<file path="config.mk">
export PLATFORM = sky130hd
export DESIGN_NAME = perf_counter_bank
export DESIGN_NICKNAME = d
export VERILOG_FILES = /design/src/rtl/perf_counter_bank.sv
export SDC_FILE = /design/constraint.sdc
export NUM_CORES = 1
export LEC_CHECK = 0
export ABC_AREA = 1
export BUFFER_PORTS_ARGS = -buffer_cell sky130_fd_sc_hd__buf_2
export CELL_PAD_IN_SITES_DETAIL_PLACEMENT = 1
export CELL_PAD_IN_SITES_GLOBAL_PLACEMENT = 1
export CORE_ASPECT_RATIO = 1.75
export CORE_MARGIN = 3
export CORE_UTILIZATION = 49
export DETAILED_ROUTE_END_ITERATION = 6
export GPL_TIMING_DRIVEN = 0
export HOLD_SLACK_MARGIN = 0.12
export MAX_ROUTING_LAYER = met4
export PLACE_DENSITY_LB_ADDON = 0.1
export REMOVE_ABC_BUFFERS = 1
export SKIP_LAST_GASP = 1
export SLEW_MARGIN = 30
export SYNTH_ARGS = -nofsm -noshare
export SYNTH_HDL_FRONTEND = slang
export SYNTH_SLANG_ARGS = --single-unit
export TNS_END_PERCENT = 20
</file>
<file path="constraint.sdc">
create_clock -name clk -period 6.3 [get_ports clk]
set_clock_uncertainty 0.1 [all_clocks]
set_input_delay 0.315 -clock clk [delete_from_list [all_inputs] [get_ports clk]]
set_output_delay 0.315 -clock clk [all_outputs]
set_load 0.02 [all_outputs]
</file>
<file path="src/rtl/perf_counter_bank.sv">
// perf_counter_bank: event counter bank with a free-running cycle counter,
// per-channel wrap/saturate, sticky overflow flags, halt freeze and a
// registered one-cycle-latency readout port.
module perf_counter_bank #(
    parameter int NUM_CH = 8,
    parameter int CNT_W  = 32,
    parameter int INC_W  = 2
) (
    input  logic                          clk,
    input  logic                          rst,
    input  logic                          start,
    input  logic                          halt,
    input  logic                          clr,
    input  logic [NUM_CH*INC_W-1:0]       evt_inc,
    input  logic [NUM_CH-1:0]             cfg_sat,
    input  logic                          rd_req,
    input  logic [$clog2(NUM_CH+1)-1:0]   rd_sel,
    output logic [CNT_W-1:0]              rd_data,
    output logic                          rd_valid,
    output logic                          rd_err,
    output logic [NUM_CH-1:0]             ovf,
    output logic [1:0]                    state
);

    localparam int SEL_W = $clog2(NUM_CH+1);

    typedef enum logic [1:0] {
        IDLE   = 2'b00,
        RUN    = 2'b01,
        FROZEN = 2'b10
    } state_t;

    state_t             st;
    logic [CNT_W-1:0]   cnt [NUM_CH];
    logic [CNT_W:0]     sum [NUM_CH];
    logic [CNT_W-1:0]   cyc_cnt;
    logic               in_run;
    logic               do_clear;
    logic               do_count;
    logic [CNT_W-1:0]   sel_val;
    logic               sel_err;

    assign state = st;

    // Clear/count qualification: clr beats counting, and a start that
    // coincides with halt in RUN is a freeze, not a restart.
    always_comb begin
        in_run   = (st == RUN);
        do_clear = clr | (start & ~(in_run & halt));
        do_count = in_run & ~do_clear;
    end

    // Run-state sequencing; halt only matters while running.
    always_ff @(posedge clk or negedge rst) begin
        if (!rst) begin
            st <= IDLE;
        end else begin
            case (st)
                IDLE:    if (start) st <= RUN;
                RUN:     if (halt)  st <= FROZEN;
                FROZEN:  if (start) st <= RUN;
                default: st <= IDLE;
            endcase
        end
    end

    // Per-channel sums one bit wider than the counter so the carry flags overflow.
    always_comb begin
        for (int i = 0; i < NUM_CH; i++) begin
            sum[i] = {1'b0, cnt[i]} + {{(CNT_W+1-INC_W){1'b0}}, evt_inc[i*INC_W +: INC_W]};
        end
    end

    // Counter, cycle counter and sticky overflow update.
    always_ff @(posedge clk or negedge rst) begin
        if (!rst) begin
            for (int i = 0; i < NUM_CH; i++) cnt[i] <= '0;
            cyc_cnt <= '0;
            ovf     <= '0;
        end else if (do_clear) begin
            for (int i = 0; i < NUM_CH; i++) cnt[i] <= '0;
            cyc_cnt <= '0;
            ovf     <= '0;
        end else if (do_count) begin
            cyc_cnt <= cyc_cnt + CNT_W'(1);
            for (int i = 0; i < NUM_CH; i++) begin
                if (sum[i][CNT_W]) begin
                    ovf[i] <= 1'b1;
                    cnt[i] <= cfg_sat[i] ? {CNT_W{1'b1}} : sum[i][CNT_W-1:0];
                end else begin
                    cnt[i] <= sum[i][CNT_W-1:0];
                end
            end
        end
    end

    // Read mux: channels, then the cycle counter at index NUM_CH, else error.
    always_comb begin
        sel_val = '0;
        sel_err = 1'b0;
        if (rd_sel == SEL_W'(NUM_CH)) begin
            sel_val = cyc_cnt;
        end else if (rd_sel > SEL_W'(NUM_CH)) begin
            sel_err = 1'b1;
        end else begin
            for (int i = 0; i < NUM_CH; i++) begin
                if (rd_sel == SEL_W'(i)) sel_val = cnt[i];
            end
        end
    end

    // Registered readout; data and error hold between requests.
    always_ff @(posedge clk or negedge rst) begin
        if (!rst) begin
            rd_data  <= '0;
            rd_valid <= 1'b0;
            rd_err   <= 1'b0;
        end else begin
            rd_valid <= rd_req;
            if (rd_req) begin
                rd_data <= sel_val;
                rd_err  <= sel_err;
            end
        end
    end

endmodule

</file>
# After elaboration in Yosys (flattened, before gate mapping)
# Index checks and enable logic that the tools add are counted.
# word_totals
reg_bits	332
latchBits	0
mem_bits_rw	0
romBits	0
in_bits	34
memories	0
# op_classes
n_addsub	9
multipliers	0
div	0
n_lt_le_gt_ge	1
n_eq_ne	12
shift	0
muxes	45
bitwise	6
n_reduce_logical	21
# op_table
cell	n
$mux 32	28
$mux 256	2
$add 32x2->33	8
$add 32x1->32 const B	1
$reduce_and 2->1	9
$reduce_bool 2->1	9
$eq 4x3->1 const B	4
$mux 8	2
$mux 1	10
$eq 4x2->1 const B	2
$eq 4x1->1 const B	1
$eq 4x4->1 const B	1
$gt 4x4->1 const B	1
$logic_not 4->1	1
$mux 2	2
$pmux 2 s2	1
$and 1x1->1	3
$eq 2x1->1 const B	1
$eq 2x2->1 const B	1
$logic_not 2->1	1
$ne 2x1->1 const B	1
$ne 2x2->1 const B	1
$not 1->1	2
$reduce_or 2->1	1
$or 1x1->1	1

# Longest topological paths before layout
# logic_depth
depth_word	11
depth_mapped	13
ltp_nobuf	13

# Worst setup path after synthesis
# OpenSTA, ideal clock, no wires.
# synth_path
path_type	register to register
start	register cnt[192] (netlist bit)
end	register cnt[198] (netlist bit)
setup_ps	121
arrival_time_ps	1998
t_required_ps	6079
setup_slack_ps	4081
stages_incl_launch_ff	11
path_buffers	1
synth_period_minus_slack_ps	2219
cell_sequence	dfrtp_1 > ha_1 > fa_1 > nand2_1 > nor2_4 > nand2_1 > nor2_1 > nand2_1 > clkbuf_1 > o21ai_0 > a22o_1
# synth_between
elab_chain_len	5
# synth_rtl
item	line_no	rtl
start, declared	34	logic [CNT_W-1:0] cnt [NUM_CH];
start signal, assigned by index	89	cnt[i] <= cfg_sat[i] ? {CNT_W{1'b1}} : sum[i][CNT_W-1:0];
start signal, assigned by index	91	cnt[i] <= sum[i][CNT_W-1:0];
$add 32x2->33 (*)	70	sum[i] = {1'b0, cnt[i]} + {{(CNT_W+1-INC_W){1'b0}}, evt_inc[i*INC_W +: INC_W]};
$mux 32	89	
$mux 32 (*)	87	if (sum[i][CNT_W]) begin
$mux 256 (*)	84	end else if (do_count) begin
$mux 256 (*)	80	end else if (do_clear) begin
# Mark *: on every way between the ends. The rest lies on a longest branch, timed or not. The select of a mux whose other input is x is not followed.
# A chain may end at the register's enable or synchronous reset.

# Worst setup path in the final report
# layout_path
start	register st[1] (netlist: state[1])
end	register cnt[138] (netlist bit)
# layout_between
elab_chain_len	8
word_cells_on_any_way	9
classes_between	eq/ne: 1; mux: 1; bitwise: 6; reduce/logical: 1
# layout_rtl
item	line_no	rtl
start, declared	33	state_t st;
start signal, assigned	56	st <= IDLE;
start signal, assigned	59	IDLE: if (start) st <= RUN;
start signal, assigned	60	RUN: if (halt) st <= FROZEN;
$eq 2x1->1 (*)	48	in_run = (st == RUN);
$and 1x1->1	49	do_clear = clr | (start & ~(in_run & halt));
$not 1->1	49	
$and 1x1->1	49	
$or 1x1->1	49	
$not 1->1	50	do_count = in_run & ~do_clear;
$and 1x1->1	50	
$reduce_bool 2->1 (no line)	n/a	
# Mark *: on every way between the ends. The rest lies on a longest branch, timed or not.

==> run summary <==
final period utilization - 73.6%
Die ar. - 52200 µm²
layout cells sized above 1 - 5.58%
Worst path most repeated cell - buf_16
postcts setup bufs - 0
slowest stage cell, crit path - inv_8
WL/cell - 24.0 µm
Placed Area - 25300 µm²
TritonCTS clock tree - yes
total grt overflow - 0
FMAX - 216 MHz
Netlist cell types - 46
Worst-path clk slew - 0.07 ns
vias - 27.2k
fin. max-slew vios - 0
final wirelength - 109 mm
pre-CTS WS - 1.89 ns
top cells by area, synth - dfrtp_1 (34%), nand2_1 (20%), o21ai_0 (8.7%)
post-route design area - 26900 µm²
wl on met1 - 35.5 mm
setup ws final - 1.66 ns
largest area contributor in the netlist - dfrtp_1
Worst Path Arrival - 5.02 ns
drt pass-1 iters - 5
Post-Synthesis Cells - 3831
Worst path max stage delay - 0.64 ns
Worst Max-Slew Pin Slew - 1.03 ns
Final Critical Period - 4.64 ns
core area - 48700 µm²
crit end category - flip-flop
global placement routability congestion - 0.988
critical path peak fanout - 102
H-tree Lvls - 2
CP delay by family, top - buffers and inverters
top-area cell type share of the netlist area - 34.3%
MaxCap Viol Count - 0
DP HPWL - 80.8 mm
Hold Crit Class - in -> reg
Power Density - 208 nW/µm²
area delta synth->final - 11.0%
Die Span X - 174 µm
Top Ports - 78
synthesized flop and latch total - 332
hold buffers post-CTS - 23
Pleak - 11.4 nW
top layer in use - met4
setup_tns - 0 ns
Setup CP Type - reg -> reg
Global Route Usage Sum - 42.3%
Starting Density - 49.7%
yosys warns - 0
Hold Vio Cnt, Final - 0
Synth Area per Inst - 6.32 µm²
Buffers & Inverters on Critical Path - 6
Design Power - 5.58 mW
DRC violations left - 0
post-CTS resize count - 0
Via density - 6.00
Max transition margin - 31.2%
Root Buffer - clkbuf_16
Sink Count - 332
met3 wire len - 4.64 mm
pin count of the biggest net entering global routing - 103
Worst-Skew Late Latency - 0.56 ns
RSZ-0062 raised after global routing - no
outcome - completed
initial antenna violation count - 4
height of the die - 300 µm
vias in the first global route - 29.4k
post-route ant nets - 0
Final Setup Violations - 0
worst endpoint required time - 6.68 ns
maximum vdd drop - 0.186 mV
Starting DRT DRC Count - 1862
final core utilization - 55.2%
CTS buffer count - 38
Core Rows - 107
Cell Chain, Critical Path - inv_1 > nand2_2 > o21ai_1 > inv_1 > nor2_4 > buf_16 > nand2_2 > inv_8 > buf_16 > buf_16 > o21ai_0 > o21ai_0
Max Root-Sink Buffers - 3
Seq/Total Area, Yosys - 34.3%
Nets - 3900
global-route wire length before repair - 166 mm
met2 WL - 55.2 mm
Setup crit start kind - flip-flop
buffers added on ports - 77
mapped cell area - 24200 µm²
-- state kept, by name (all words and copies together) (netlist names) --
name,count
cyc_cnt,32
rd_data,32
rd_valid,1
ovf,8
cnt,256
rd_err,1
state,2
-- cell usage after synthesis, drive strengths merged --
master	number
clkbuf	98
and3	1
xnor2	13
o22ai	16
inv	411
o211ai	6
nor3	139
nand2	1306
or2	1
buf	50
nor3b	1
o21a	1
a41oi	1
nand3b	3
o21ai	457
xor2	126
nor2	418
nand4	84
nand3	225
clkinv	2
o21bai	4
dfrtp	332
a21oi	104
ha	17
a21o	1
fa	8
a22o	5
a31oi	1
-- kinds of logic (layout without fill, tap and decap cells) --
kind of cell	count (synthesis)	count (layout)	synth area share, %
flip-flops	332	332	34.3
buffers and inverters	561	600	9.10
XOR/XNOR	139	139	5.03
other	0	4	0
adder cells (fa/ha/maj)	25	25	1.54
AND/OR/NAND/NOR	2178	2178	37.3
AO/OA/AOI/OAI	596	596	12.7
-- layer usage --
metal / vias up / GRT usage (%)
li1: 12269 / -
met1: 13262 / 39.8
met2: 1061 / 73.8
met3: 588 / 4.73
met4: 0 / 40.6
met5: - / -
-- metrics by stage --
step,hold slack (ns),std cells
floorplan,-0.0806,3683
global placement,0.368,4414
detailed placement,0.163,4432
CTS,0.136,4524
global route,0.175,4528
finish,0.141,4528
-- where the power goes --
| group | total, mW | internal [mW] | switching [mW] |
|---|---|---|---|
| clock network | 2.45 | 1.45 | 1.00 |
| logic | 0.892 | 0.210 | 0.682 |
| registers | 2.24 | 2.18 | 0.0600 |
| total | 5.58 | 3.84 | 1.74 |
-- tightest hold or removal path: cells and delay by family --
family | cells | cell delay, ns
AO/OA/AOI/OAI | 2 | 0.17
adder cells (fa/ha/maj) | 1 | 0.16
buffers and inverters | 1 | 0.11
-- final cells by class --
cell class	instances	area, µm²
antenna	4	10.0
clock buffer	53	1120
clock inverter	16	211
fill	6792	21800
inverter	413	1570
multi-input combinational	2938	13800
sequential	332	8310
tap	654	818
timing repair buffer	118	1080
-- path summary, 6_finish.rpt --
path / start / end / slack [ns] / cells after the start
max: state[1] / cnt[138] / 1.66 / 12
min: evt_inc[1] / cnt[225] / 0.14 / 4
max reg2reg: state[1] / cnt[138] / 1.66 / 12
min reg2reg: ovf[0] / ovf[0] / 0.39 / 2
max in group asynchronous: rst / cnt[129] / 4.67 / 4
min in group asynchronous: rst / cnt[218] / 0.18 / 2
-- cell usage in the layout, fill, tap and decap left out, drive strengths merged, types with 17 or more instances in the layout --
| cell type | instances |
|---|---|
| ha | 17 |
| a21oi | 104 |
| dfrtp | 332 |
| nand4 | 84 |
| buf | 95 |
| nor2 | 418 |
| o21ai | 457 |
| clkbuf | 53 |
| dlygate4sd3 | 23 |
| nor3 | 139 |
| xor2 | 126 |
| inv | 412 |
| nand2 | 1306 |
| nand3 | 225 |
(Power assumes the default switching activity.)
